[src/rtl/datawidthconv_arbiter_if.sv]
// Stream bundle between two packet requesters, the arbiter and the
// 512-to-32 width converter it feeds.
// slave  : arbiter view (consumes s0/s1, produces snk)
// master : environment view (produces s0/s1, consumes snk)
interface datawidthconv_arbiter_if #(
    parameter int DATA_W = 512
);
    logic              s0_sop;
    logic              s0_eop;
    logic              s0_valid;
    logic [DATA_W-1:0] s0_din;
    logic              s0_ready;

    logic              s1_sop;
    logic              s1_eop;
    logic              s1_valid;
    logic [DATA_W-1:0] s1_din;
    logic              s1_ready;

    logic              snk_sop;
    logic              snk_eop;
    logic              snk_valid;
    logic [DATA_W-1:0] snk_din;

    modport slave (
        input  s0_sop, s0_eop, s0_valid, s0_din,
        output s0_ready,
        input  s1_sop, s1_eop, s1_valid, s1_din,
        output s1_ready,
        output snk_sop, snk_eop, snk_valid, snk_din
    );

    modport master (
        output s0_sop, s0_eop, s0_valid, s0_din,
        input  s0_ready,
        output s1_sop, s1_eop, s1_valid, s1_din,
        input  s1_ready,
        input  snk_sop, snk_eop, snk_valid, snk_din
    );
endinterface

[src/rtl/datawidthconv_arbiter.sv]
// Two-requester packet arbiter in front of a 512-to-32 width converter.
// A granted requester owns the sink until its EOP beat is forwarded; the
// sink is then held idle for DRAIN_CYCLES cycles so the converter can
// empty before the next packet. Ties in IDLE are broken round-robin.
// Optional feature (macro DWC_ARB_LENCHK_EN): beats 33 and later of a
// packet are swallowed (an EOP among them still goes out as an eop-only
// beat) and the sticky err_overlen flag is raised.
module datawidthconv_arbiter #(
    parameter int DRAIN_CYCLES = 520
) (
    input  logic                          clk,
    input  logic                          reset_n,
    datawidthconv_arbiter_if.slave        bus,
    output logic                          owner,
    output logic                          busy,
    output logic                          done
`ifdef DWC_ARB_LENCHK_EN
    ,
    output logic                          err_overlen
`endif
);
    localparam int DATA_W = 512;

    typedef enum logic [1:0] {IDLE, GRANT, DRAIN} state_t;

    state_t            state;
    state_t            state_nxt;
    logic              grant_vld;
    logic              grant_idx;
    logic              req0;
    logic              req1;
    logic              in_grant;
    logic              accept;
    logic              beat_sop;
    logic              beat_eop;
    logic [DATA_W-1:0] beat_din;
    logic              drain_end;
    logic [15:0]       drain_cnt;
    logic              vld_p0;
    logic              sop_p0;

    assign req0     = bus.s0_valid & bus.s0_sop;
    assign req1     = bus.s1_valid & bus.s1_sop;
    assign in_grant = (state == GRANT);

    // Only the owner's lane is ever looked at while a packet is in flight.
    assign beat_sop = owner ? bus.s1_sop : bus.s0_sop;
    assign beat_eop = owner ? bus.s1_eop : bus.s0_eop;
    assign beat_din = owner ? bus.s1_din : bus.s0_din;
    assign accept   = in_grant & (owner ? bus.s1_valid : bus.s0_valid);

    assign bus.s0_ready = in_grant & ~owner;
    assign bus.s1_ready = in_grant &  owner;
    assign busy         = (state != IDLE);

    // The decrement that reaches zero is the one that leaves DRAIN.
    assign drain_end = (state == DRAIN) && (drain_cnt == 16'd1);

    // Next-state and grant selection.
    always_comb begin
        state_nxt = state;
        grant_vld = 1'b0;
        grant_idx = owner;
        case (state)
            IDLE: begin
                if (req0 | req1) begin
                    grant_vld = 1'b1;
                    grant_idx = (req0 & req1) ? ~owner : req1;
                    state_nxt = GRANT;
                end
            end
            GRANT: begin
                if (accept && beat_eop) begin
                    state_nxt = DRAIN;
                end
            end
            DRAIN: begin
                if (drain_end) begin
                    state_nxt = IDLE;
                end
            end
            default: state_nxt = IDLE;
        endcase
    end

    // State register.
    always_ff @(posedge clk or negedge reset_n) begin
        if (!reset_n) begin
            state <= IDLE;
        end else begin
            state <= state_nxt;
        end
    end

    // Owner tracking, drain countdown and the completion pulse.
    always_ff @(posedge clk or negedge reset_n) begin
        if (!reset_n) begin
            owner     <= 1'b1;
            drain_cnt <= 16'd0;
            done      <= 1'b0;
        end else begin
            done <= drain_end;
            if (grant_vld) begin
                owner <= grant_idx;
            end
            if (accept && beat_eop) begin
                drain_cnt <= 16'(DRAIN_CYCLES);
            end else if (state == DRAIN) begin
                drain_cnt <= drain_cnt - 16'd1;
            end
        end
    end

`ifdef DWC_ARB_LENCHK_EN
    logic [5:0] beat_cnt;
    logic [5:0] beat_num;
    logic       drop;
    logic       err_q;

    // Position of the current beat in its packet, saturating at 33.
    always_comb begin
        beat_num = 6'd1;
        if (!beat_sop) begin
            beat_num = (beat_cnt >= 6'd33) ? 6'd33 : beat_cnt + 6'd1;
        end
    end

    assign drop   = accept && (beat_num >= 6'd33);
    assign vld_p0 = accept & (~drop | beat_eop);
    assign sop_p0 = beat_sop & ~drop;
    assign err_overlen = err_q;

    // Beat count and sticky overlength flag, both restarted on grant.
    always_ff @(posedge clk or negedge reset_n) begin
        if (!reset_n) begin
            beat_cnt <= 6'd0;
            err_q    <= 1'b0;
        end else if (grant_vld) begin
            beat_cnt <= 6'd0;
            err_q    <= 1'b0;
        end else if (accept) begin
            beat_cnt <= beat_num;
            if (drop) begin
                err_q <= 1'b1;
            end
        end
    end
`else
    assign vld_p0 = accept;
    assign sop_p0 = beat_sop;
`endif

    // Sink register: accepted beats appear exactly one cycle later.
    always_ff @(posedge clk or negedge reset_n) begin
        if (!reset_n) begin
            bus.snk_valid <= 1'b0;
            bus.snk_sop   <= 1'b0;
            bus.snk_eop   <= 1'b0;
            bus.snk_din   <= '0;
        end else begin
            bus.snk_valid <= vld_p0;
            bus.snk_sop   <= vld_p0 & sop_p0;
            bus.snk_eop   <= vld_p0 & beat_eop;
            if (vld_p0) begin
                bus.snk_din <= beat_din;
            end
        end
    end
endmodule

[src/flat_wrapper.sv]
// flat-port wrapper written by rule: the top's interface ports become plain ports
module datawidthconv_arbiter_flat 
#(
    parameter int DRAIN_CYCLES = 520
)
  (clk, reset_n, owner, busy, done, bus_s0_sop, bus_s0_eop, bus_s0_valid, bus_s0_din, bus_s0_ready, bus_s1_sop, bus_s1_eop, bus_s1_valid, bus_s1_din, bus_s1_ready, bus_snk_sop, bus_snk_eop, bus_snk_valid, bus_snk_din);
  datawidthconv_arbiter_if bus_i ();
  input  logic clk;
  input  logic reset_n;
  output logic owner;
  output logic busy;
  output logic done;
  input wire logic [$bits(bus_i.s0_sop)-1:0] bus_s0_sop;
  input wire logic [$bits(bus_i.s0_eop)-1:0] bus_s0_eop;
  input wire logic [$bits(bus_i.s0_valid)-1:0] bus_s0_valid;
  input wire logic [$bits(bus_i.s0_din)-1:0] bus_s0_din;
  output wire logic [$bits(bus_i.s0_ready)-1:0] bus_s0_ready;
  input wire logic [$bits(bus_i.s1_sop)-1:0] bus_s1_sop;
  input wire logic [$bits(bus_i.s1_eop)-1:0] bus_s1_eop;
  input wire logic [$bits(bus_i.s1_valid)-1:0] bus_s1_valid;
  input wire logic [$bits(bus_i.s1_din)-1:0] bus_s1_din;
  output wire logic [$bits(bus_i.s1_ready)-1:0] bus_s1_ready;
  output wire logic [$bits(bus_i.snk_sop)-1:0] bus_snk_sop;
  output wire logic [$bits(bus_i.snk_eop)-1:0] bus_snk_eop;
  output wire logic [$bits(bus_i.snk_valid)-1:0] bus_snk_valid;
  output wire logic [$bits(bus_i.snk_din)-1:0] bus_snk_din;
  assign bus_i.s0_sop = bus_s0_sop;
  assign bus_i.s0_eop = bus_s0_eop;
  assign bus_i.s0_valid = bus_s0_valid;
  assign bus_i.s0_din = bus_s0_din;
  assign bus_s0_ready = bus_i.s0_ready;
  assign bus_i.s1_sop = bus_s1_sop;
  assign bus_i.s1_eop = bus_s1_eop;
  assign bus_i.s1_valid = bus_s1_valid;
  assign bus_i.s1_din = bus_s1_din;
  assign bus_s1_ready = bus_i.s1_ready;
  assign bus_snk_sop = bus_i.snk_sop;
  assign bus_snk_eop = bus_i.snk_eop;
  assign bus_snk_valid = bus_i.snk_valid;
  assign bus_snk_din = bus_i.snk_din;
  datawidthconv_arbiter #(.DRAIN_CYCLES(DRAIN_CYCLES)) u_core (.clk(clk), .reset_n(reset_n), .bus(bus_i), .owner(owner), .busy(busy), .done(done));
endmodule
[config.mk]
export PLATFORM = sky130hd
export DESIGN_NAME = datawidthconv_arbiter_flat
export DESIGN_NICKNAME = d
export VERILOG_FILES = /design/src/rtl/datawidthconv_arbiter_if.sv /design/src/rtl/datawidthconv_arbiter.sv /design/src/flat_wrapper.sv
export SDC_FILE = /design/constraint.sdc
export NUM_CORES = 1
export LEC_CHECK = 0
export CAP_MARGIN = 10
export CORE_AREA = 2 2 604 606
export DETAILED_ROUTE_END_ITERATION = 7
export DIE_AREA = 0 0 606 608
export PLACE_DENSITY = 0.3
export SLEW_MARGIN = 20
export SYNTH_ARGS = -nofsm -noshare
export SYNTH_HDL_FRONTEND = slang
export SYNTH_SLANG_ARGS = --single-unit
[constraint.sdc]
create_clock -name clk -period 3.22 [get_ports clk]
set_clock_uncertainty 0.2 [all_clocks]
set_input_delay 0.322 -clock clk [delete_from_list [all_inputs] [get_ports clk]]
set_output_delay 0.322 -clock clk [all_outputs]
set_load 0.005 [all_outputs]
==> impl_metrics.tcl <==
set metrics [dict create \
    outcome "completed" \
    final_common_cell "clkdlybuf4s50_1" \
    nets 5370 \
    synthArstFlopShare_pct 100.0 \
    grt_overflow_total 0 \
    clock-sinks 535 \
    drt-total-wl_um 248300 \
    grt_start_max_net_pins 102 \
    fmax_mhz 331.1 \
    final_cell_mix "clkdlybuf4s50_1 (1539), dfrtp_1 (534), nand2_1 (520), mux2i_1 (514), dlygate4sd3_1 (428)" \
    maxCapViolCount 0 \
    first_pass_iters 5 \
    relSlewSlack_pct 45.85 \
    cts_buffer_depth 4 \
    min_period_over_period_pct 93.79 \
    vias_per_cell 2.817 \
    grt_pass1_wl_um 311800 \
    synthesis.nets 3361 \
    synth.avg_cell_area_um2 10.51 \
    io_buffers 1551 \
    synthToLayoutAreaGrowth_pct 118.0 \
    yosysUniqueCellTypes 40 \
    tns_ns 0 \
    die_y_um 608 \
    slew_violations 0 \
    hpwl_um 217500 \
    holdCritPathClass "in2reg" \
    grt_pass1_vias 27996 \
    pin_count 1552 \
    setup_violations 0 \
    hold_viol_final 0 \
    setup_slack_ns 0.1999 \
    remaining_drc_errors 0 \
    wl_per_cell_um 26.98 \
    cp-start-kind "flip-flop" \
    cts-buffers-inserted 86 \
    die_x_um 606 \
    worstPathArrival_ns 3.48 \
    drtIter0Drc 1168 \
    postCtsSetupRepairBufs 0 \
    synth_edf_count 0 \
    gr-usage-all-layers_pct 13.10 \
    peakVddDrop_mv 0.4074 \
    powerDensity_nw_per_um2 896.4 \
    worst_slew_pin_slew_ns 0.8098 \
    placed_area_um2 46190 \
    ant_nets 0 \
    die-area_um2 368400 \
    antenna_found_initial 60 \
    vias 25921 \
    syn_area_um2 24450 \
    synth_seq_cells 535 \
    fin_area_um2 53300 \
    period_minus_slack_ns 3.020 \
    yosys_warnings 0 \
    place.gp.congestion 0.8938 \
    h-tree-depth 3 \
    synth-seq-area-share_pct 54.76 \
    preCtsSetupSlack_ns 0.5396 \
    path_clk_slew_ns 0.05 \
    rsz0062_at_grt "false" \
    worstSetupEndpointType "flip-flop" \
    clk_latency_ns 0.75 \
    cts_tree "done" \
    p_leak_nw 21.14 \
    total_power_mw 47.78 \
    synth_flop_cell "dfrtp_1" \
    critPathKind "reg2reg" \
    start_util_pct 6.761 \
    core_area_um2 361700 \
    drive_gt1_share_pct 6.008 \
    netlist_instances 2327 \
    worstPathRequired_ns 3.68 \
    root_buffer "clkbuf_16" \
    rows 221 \
    crit_fanout 22 \
]
[cells by family (layout without fill, tap and decap cells)]
group	after synthesis	count (layout)	share of synthesized area (%)
AO/OA/AOI/OAI	523	523	10.79
XOR/XNOR	10	10	0.3582
flip-flops	535	535	54.76
AND/OR/NAND/NOR	563	563	9.006
buffers and inverters	178	2245	3.843
adder cells (fa/ha/maj)	2	2	0.1023
multiplexers	516	516	21.15
other	0	13	0
[worst paths after layout]
check / from / end / slack [ns] / cells after the start
hold / removal: bus_s1_din[99] / u_core.bus.snk_din[99]$_DFFE_PN0P_ / 0.08 / 3
setup / recovery: u_core.owner$_DFFE_PN1P_ / u_core.bus.snk_din[390]$_DFFE_PN0P_ / 0.20 / 6
setup reg to reg: u_core.owner$_DFFE_PN1P_ / u_core.bus.snk_din[390]$_DFFE_PN0P_ / 0.20 / 6
max in group asynchronous: reset_n / u_core.bus.snk_din[450]$_DFFE_PN0P_ / 1.22 / 5
min in group asynchronous: reset_n / u_core.bus.snk_din[125]$_DFFE_PN0P_ / 0.54 / 3
hold reg to reg: u_core.drain_cnt[15]$_DFFE_PN0P_ / u_core.drain_cnt[15]$_DFFE_PN0P_ / 0.27 / 1
[report_power, final]
group	leakage, nW	total, mW	switching (mW)	internal [mW]
Combinational	13.1	26.0	14.7	11.3
Sequential	6.65	12.3	2.29	10.0
Clock	1.36	9.46	3.72	5.74
[layout make-up]
type | count | area [um2]
Antenna cell | 13 | 32.53
Clock buffer | 124 | 2539
Clock inverter | 22 | 229.0
Fill cell | 40930 | 308400
Inverter | 5 | 18.77
Multi-Input combinational cell | 1614 | 10130
Sequential cell | 535 | 13390
Tap cell | 4794 | 5998
Timing Repair Buffer | 2094 | 20960
[cells in the mapped netlist, drive strengths merged (2+ instances only)]
cell type | instances | share of area (%)
mux2 | 2 | 0.11
dfrtp | 534 | 55
mux2i | 514 | 21
nand2 | 521 | 8.0
o41ai | 2 | 0.072
nor2 | 15 | 0.24
clkbuf | 79 | 1.2
ha | 2 | 0.10
buf | 94 | 2.6
nor4 | 2 | 0.051
o31ai | 2 | 0.061
xor2 | 8 | 0.29
nand4b | 2 | 0.072
nand3 | 7 | 0.14
nor3 | 5 | 0.12
o21ai | 516 | 11
xnor2 | 2 | 0.072
nand4 | 3 | 0.077
inv | 5 | 0.077
[critical path: stages, from the launching register on]
cell           delay, ns
dfstp_4             0.66
buf_12              0.26
buf_4               0.43
buf_4               0.35
mux2i_1             0.27
dlygate4sd3_1       0.61
o21ai_1             0.06
[state kept, by name (all words and copies together), names as in the netlist]
| register | flops |
|---|---|
| u_core.bus.snk_din | 512 |
| u_core.bus.snk_valid | 1 |
| u_core.bus.snk_eop | 1 |
| u_core.owner | 1 |
| u_core.done | 1 |
| u_core.drain_cnt | 16 |
| u_core.bus.snk_sop | 1 |
| u_core.state | 2 |
[metal layers]
metal	GRT usage [%]	part of all wire [%]
met1	13.48	36
met2	23.58	51
met3	6.382	11
met4	3.106	2.4
met5	0	0.026
[per-stage QoR]
step           utilization (%)  hold WS (ns)  std cells
6_report                 14.74       0.08053       9201
5_1_grt                  14.73       0.03521       9197
4_1_cts                  14.73    0.00003275       9188
3_5_place_dp             12.77        0.2015       8613
3_3_place_gp             12.77        0.2112       8613
2_1_floorplan                -       -0.1736       2327
[what timing repair did]
action | CTS | global route
hold buffers | 429 | 0
resized for setup | 0 | 0
hold endpoints to repair | 632 | 0
No activity file was read; power rests on OpenSTA's default activity.
==> RTL change 1, RTL diff (config.mk and constraints unchanged) <==
`DATA_W` is set to 512 in 2 places; all go to 256.
--- a/src/rtl/datawidthconv_arbiter_if.sv
+++ b/src/rtl/datawidthconv_arbiter_if.sv
@@ -3,7 +3,7 @@
 // slave  : arbiter view (consumes s0/s1, produces snk)
 // master : environment view (produces s0/s1, consumes snk)
 interface datawidthconv_arbiter_if #(
-    parameter int DATA_W = 512
+    parameter int DATA_W = 256
 );
     logic              s0_sop;
     logic              s0_eop;
--- a/src/rtl/datawidthconv_arbiter.sv
+++ b/src/rtl/datawidthconv_arbiter.sv
@@ -19,7 +19,7 @@
     output logic                          err_overlen
 `endif
 );
-    localparam int DATA_W = 512;
+    localparam int DATA_W = 256;
 
     typedef enum logic [1:0] {IDLE, GRANT, DRAIN} state_t;
 
Ports: changed (resized bus_s0_din, bus_s1_din and bus_snk_din); port bits go from 1552 to 784. The function was not compared with the original's and may differ.
==> RTL change 1 against the original RTL <==
Sequential cell count is 256 lower. Power is 51% lower. Final area is 47% lower. Area after synthesis is 48% lower. Clock power is 47% lower. Wire length is 60% lower. Worst setup slack better by 0.062 ns. Largest cell class unchanged.
==> RTL change 1: results (changes against the original RTL) <==
| Metric | Value |
|---|---|
| Outcome | complete, no violations (unchanged) |
| Max H-tree Level | 2 (was 3) |
| Largest net degree at the start of global routing | 155 (was 102) |
| Comb pwr share | 0.515 (was 0.545) |
| Cts bufs inserted | 44 (was 86) |
| Register area share after synthesis | 0.5454 (was 0.5476) |
| VDD IR max | 0.3358 mV (was 0.4074 mV) |
| WL per Instance | 14.35 um (was 26.98 um) |
| Met3 WL | 9293 um (was 26980 um) |
| Top Registers | u_core.bus.snk_din (256), u_core.drain_cnt (16), u_core.state (2) (was u_core.bus.snk_din (512), u_core.drain_cnt (16), u_core.state (2)) |
| Lkg Pwr | 9.556 nW (was 21.14 nW) |
| GR Util All Layers | 0.05204 (was 0.1310) |
| Sw frac | 0.4120 (was 0.4329) |
| Global-route wire length before repair | 126400 um (was 311800 um) |
| CP max FO | 15 (was 22) |
| Min-delay worst type | in2async (was in2reg) |
| Initial antenna violation count | 4 (was 60) |
| I/O Buffers | 783 (was 1551) |
| Clock share of power | 0.215 (was 0.198) |
| Vias in the first global route | 13000 (was 28000) |
| DR WL met2 | 53390 um (was 125600 um) |
| First DRT Iteration DRCs | 472 (was 1168) |
| Layout cells sized above 1 | 0.06128 (was 0.06008) |
| # fillers | 42190 (was 40930) |
| Clock Latency Late Sink | 0.63 ns (was 0.75 ns) |
| Synth top cells by count | dfrtp_1 (278), nor2_1 (271), mux2i_1 (259), a21oi_1 (257), buf_2 (83) (was dfrtp_1 (534), nand2_1 (520), mux2i_1 (514), o21ai_0 (373), o21ai_1 (143)) |
| Critical Path AT | 2.44 ns (was 3.48 ns) |
-- RTL change 1: cell types whose count changed after synthesis, moves of 143 or more --
cell     unedited run  this run
o21ai_1           143         0
o21ai_0           373         3
nor2_1             14       271
a21oi_1             1       257
nand2_1           520         8
dfrtp_1           534       278
mux2i_1           514       259
-- RTL change 1: routing by layer --
| layer | vias up | track usage |
|---|---|---|
| met5 | - | 0 |
| met1 | 5925 | 0.05150 |
| li1 | 5878 | - |
| met3 | 61 | 0.02306 |
| met2 | 311 | 0.09886 |
| met4 | 0 | 0.01048 |
-- RTL change 1: kinds of logic (layout without fill, tap and decap cells) --
kind of cell,count (synthesis),in the layout,share of synthesized area
AND/OR/NAND/NOR,311,311,0.1014
other,0,3,0
XOR/XNOR,10,10,0.006842
adder cells (fa/ha/maj),2,2,0.001954
AO/OA/AOI/OAI,266,266,0.1054
multiplexers,261,261,0.2043
buffers and inverters,91,927,0.03479
flip-flops,279,279,0.5454
-- RTL change 1: final timing paths --
check	start	to	slack (ns)	depth (start not counted)
worst max-delay path	u_core.owner$_DFFE_PN1P_	owner	0.26	3
worst min-delay path	reset_n	u_core.bus.snk_din[71]$_DFFE_PN0P_	0.02	2
worst max register to register	u_core.owner$_DFFE_PN1P_	u_core.bus.snk_din[180]$_DFFE_PN0P_	0.55	6
worst min register to register	u_core.drain_cnt[15]$_DFFE_PN0P_	u_core.drain_cnt[15]$_DFFE_PN0P_	0.28	1
max in group asynchronous	reset_n	u_core.bus.snk_din[100]$_DFFE_PN0P_	1.78	3
min in group clk	bus_s0_din[108]	u_core.bus.snk_din[108]$_DFFE_PN0P_	0.11	3
-- RTL change 1: through the flow --
step	setup slack (ns)	util	hold WS, ns	instance area, sq um	instances
final	0.2620	0.07842	0.02015	28360	6853
after detailed placement	0.6453	0.07367	0.1699	26640	6744
after global routing	0.1035	0.07840	0.02285	28350	6850
after global placement	0.6184	0.07367	0.1635	26640	6744
after floorplan	1.401	-	-0.1736	12800	1220
after CTS	0.09249	0.07840	0.001326	28350	6850
-- RTL change 1: timing repair --
| action | 4_1_cts | 5_1_grt |
|---|---|---|
| resized for setup | 0 | 0 |
| hold buffers | 26 | 0 |
| endpoints found under the hold margin | 88 | 0 |
-- RTL change 1: critical path, stage by stage, from the launching register on --
cell	delay, ns
dfstp_4	0.76
buf_12	0.22
buf_4	0.26
clkdlybuf4s50_1	0.55
-- RTL change 1: final cells by class --
cell class / instances / area, sq um / share of cell area
Antenna cell: 3 / 7.507 / 0.0002647
Clock inverter: 17 / 155.1 / 0.005470
Multi-Input combinational cell: 850 / 5374 / 0.1895
Inverter: 4 / 15.01 / 0.0005294
Tap cell: 4794 / 5998 / 0.2115
Sequential cell: 279 / 6987 / 0.2463
Timing Repair Buffer: 843 / 8531 / 0.3008
Clock buffer: 63 / 1295 / 0.04566
==> RTL change 2, RTL diff (config.mk and constraints unchanged) <==
Made on the original files. The 3 states of `state_t` get a one-hot encoding in 3 bits.
--- a/src/rtl/datawidthconv_arbiter.sv
+++ b/src/rtl/datawidthconv_arbiter.sv
@@ -21,7 +21,7 @@
 );
     localparam int DATA_W = 512;
 
-    typedef enum logic [1:0] {IDLE, GRANT, DRAIN} state_t;
+    typedef enum logic [2:0] {IDLE = 3'b001, GRANT = 3'b010, DRAIN = 3'b100} state_t;
 
     state_t            state;
     state_t            state_nxt;
Check against the original RTL: no difference found for any inputs over 4 cycles, from zero or initial values and one cycle with reset_n low; so few cycles prove little.
==> RTL change 2 against the original RTL <==
Worst setup slack worse by 0.088 ns. Count of clock-buffer cells in the layout down 16. Area after synthesis about the same. Sequential cell count up 1. Wire length up 4.7%. Power down 6.3%. Final area up 1.8%. Largest cell class unchanged.
==> RTL change 2: results (changes against the original RTL) <==
| Metric | Value |
|---|---|
| WHS Endpoint | u_core.bus.snk_din[383]$_DFFE_PN0P_ (was u_core.bus.snk_din[99]$_DFFE_PN0P_) |
| M2 GR Usage | 0.2308 (was 0.2358) |
| Clk_buf instances | 108 (was 124) |
| Nets | 5435 (was 5370) |
| # diodes | 30 (was 13) |
| Register area share after synthesis | 0.5484 (was 0.5476) |
| CP max FO | 29 (was 22) |
| Lkg Pwr | 21.62 nW (was 21.14 nW) |
| Met1 GRT Util | 0.1460 (was 0.1348) |
| Cts bufs inserted | 84 (was 86) |
| GR Util All Layers | 0.1368 (was 0.1310) |
| Comb pwr share | 0.511 (was 0.545) |
| Multi-Input Combinational | 1625 (was 1614) |
| Hold buffers post-CTS | 507 (was 429) |
| Clock share of power | 0.222 (was 0.198) |
| Non-clock buffer total of the final layout | 2150 (was 2094) |
| Netlist cell types | 39 (was 40) |
| Synth area leaders | dfrtp_1 (55%), mux2i_1 (21%), o21ai_0 (9.3%) (was dfrtp_1 (55%), mux2i_1 (21%), nand2_1 (8.0%)) |
| Top Registers | u_core.bus.snk_din (512), u_core.drain_cnt (16), u_core.state (3) (was u_core.bus.snk_din (512), u_core.drain_cnt (16), u_core.state (2)) |
| GRT met3 Usage | 0.07392 (was 0.06382) |
| VDD IR max | 0.3665 mV (was 0.4074 mV) |
| R2r setup slk | 0.11 ns (was 0.20 ns) |
| Met1 WL | 96700 um (was 89530 um) |
| Non-clock buffers, area share | 0.3995 (was 0.3932) |
| Detailed placer's ending HPWL | 227400 um (was 217500 um) |
| Number of setup buffers added after CTS | 2 (was 0) |
| Outcome | complete, no violations (unchanged) |
| Largest net degree at the start of global routing | 120 (was 102) |
| Layout cells sized above 1 | 0.05473 (was 0.06008) |
| Hold path start | bus_s1_din[383] (was bus_s1_din[99]) |
| Clock Latency Late Sink | 0.78 ns (was 0.75 ns) |
| Critical Path AT | 3.55 ns (was 3.48 ns) |
| Tightest Pin Transition | 0.8420 ns (was 0.8098 ns) |
| Initial antenna violation count | 131 (was 60) |
==> RTL change 2: cell types whose count changed after synthesis, sizes merged, moves of 3 or more <==
cell,before,now
clkbuf,79,88
a21oi,1,6
buf,94,85
o21a,0,3
nor3b,0,3
==> RTL change 2: metrics by stage <==
stage | hold WS (ns) | area, sq um | cells | worst slack (ns) | util
final | 0.07936 | 54240 | 9282 | 0.1119 | 0.1500
after global routing | 0.04226 | 54210 | 9270 | 0.01479 | 0.1499
after floorplan | -0.1736 | 24460 | 2338 | 1.177 | -
after global placement | 0.2332 | 46170 | 8599 | 0.5706 | 0.1277
after CTS | 0.0003225 | 54130 | 9251 | 0.002258 | 0.1497
after detailed placement | 0.2298 | 46170 | 8599 | 0.5404 | 0.1277
==> RTL change 2: cells by family after synthesis <==
kind of cell,after synthesis,synth area share
buffers and inverters,177,0.03478
DFF,536,0.5484
AOI/OAI and AO/OA,529,0.1092
and+or+nand+nor,570,0.09247
muxes,515,0.2110
xor gates and xnor gates,9,0.003222
adders and majority gates,2,0.001023
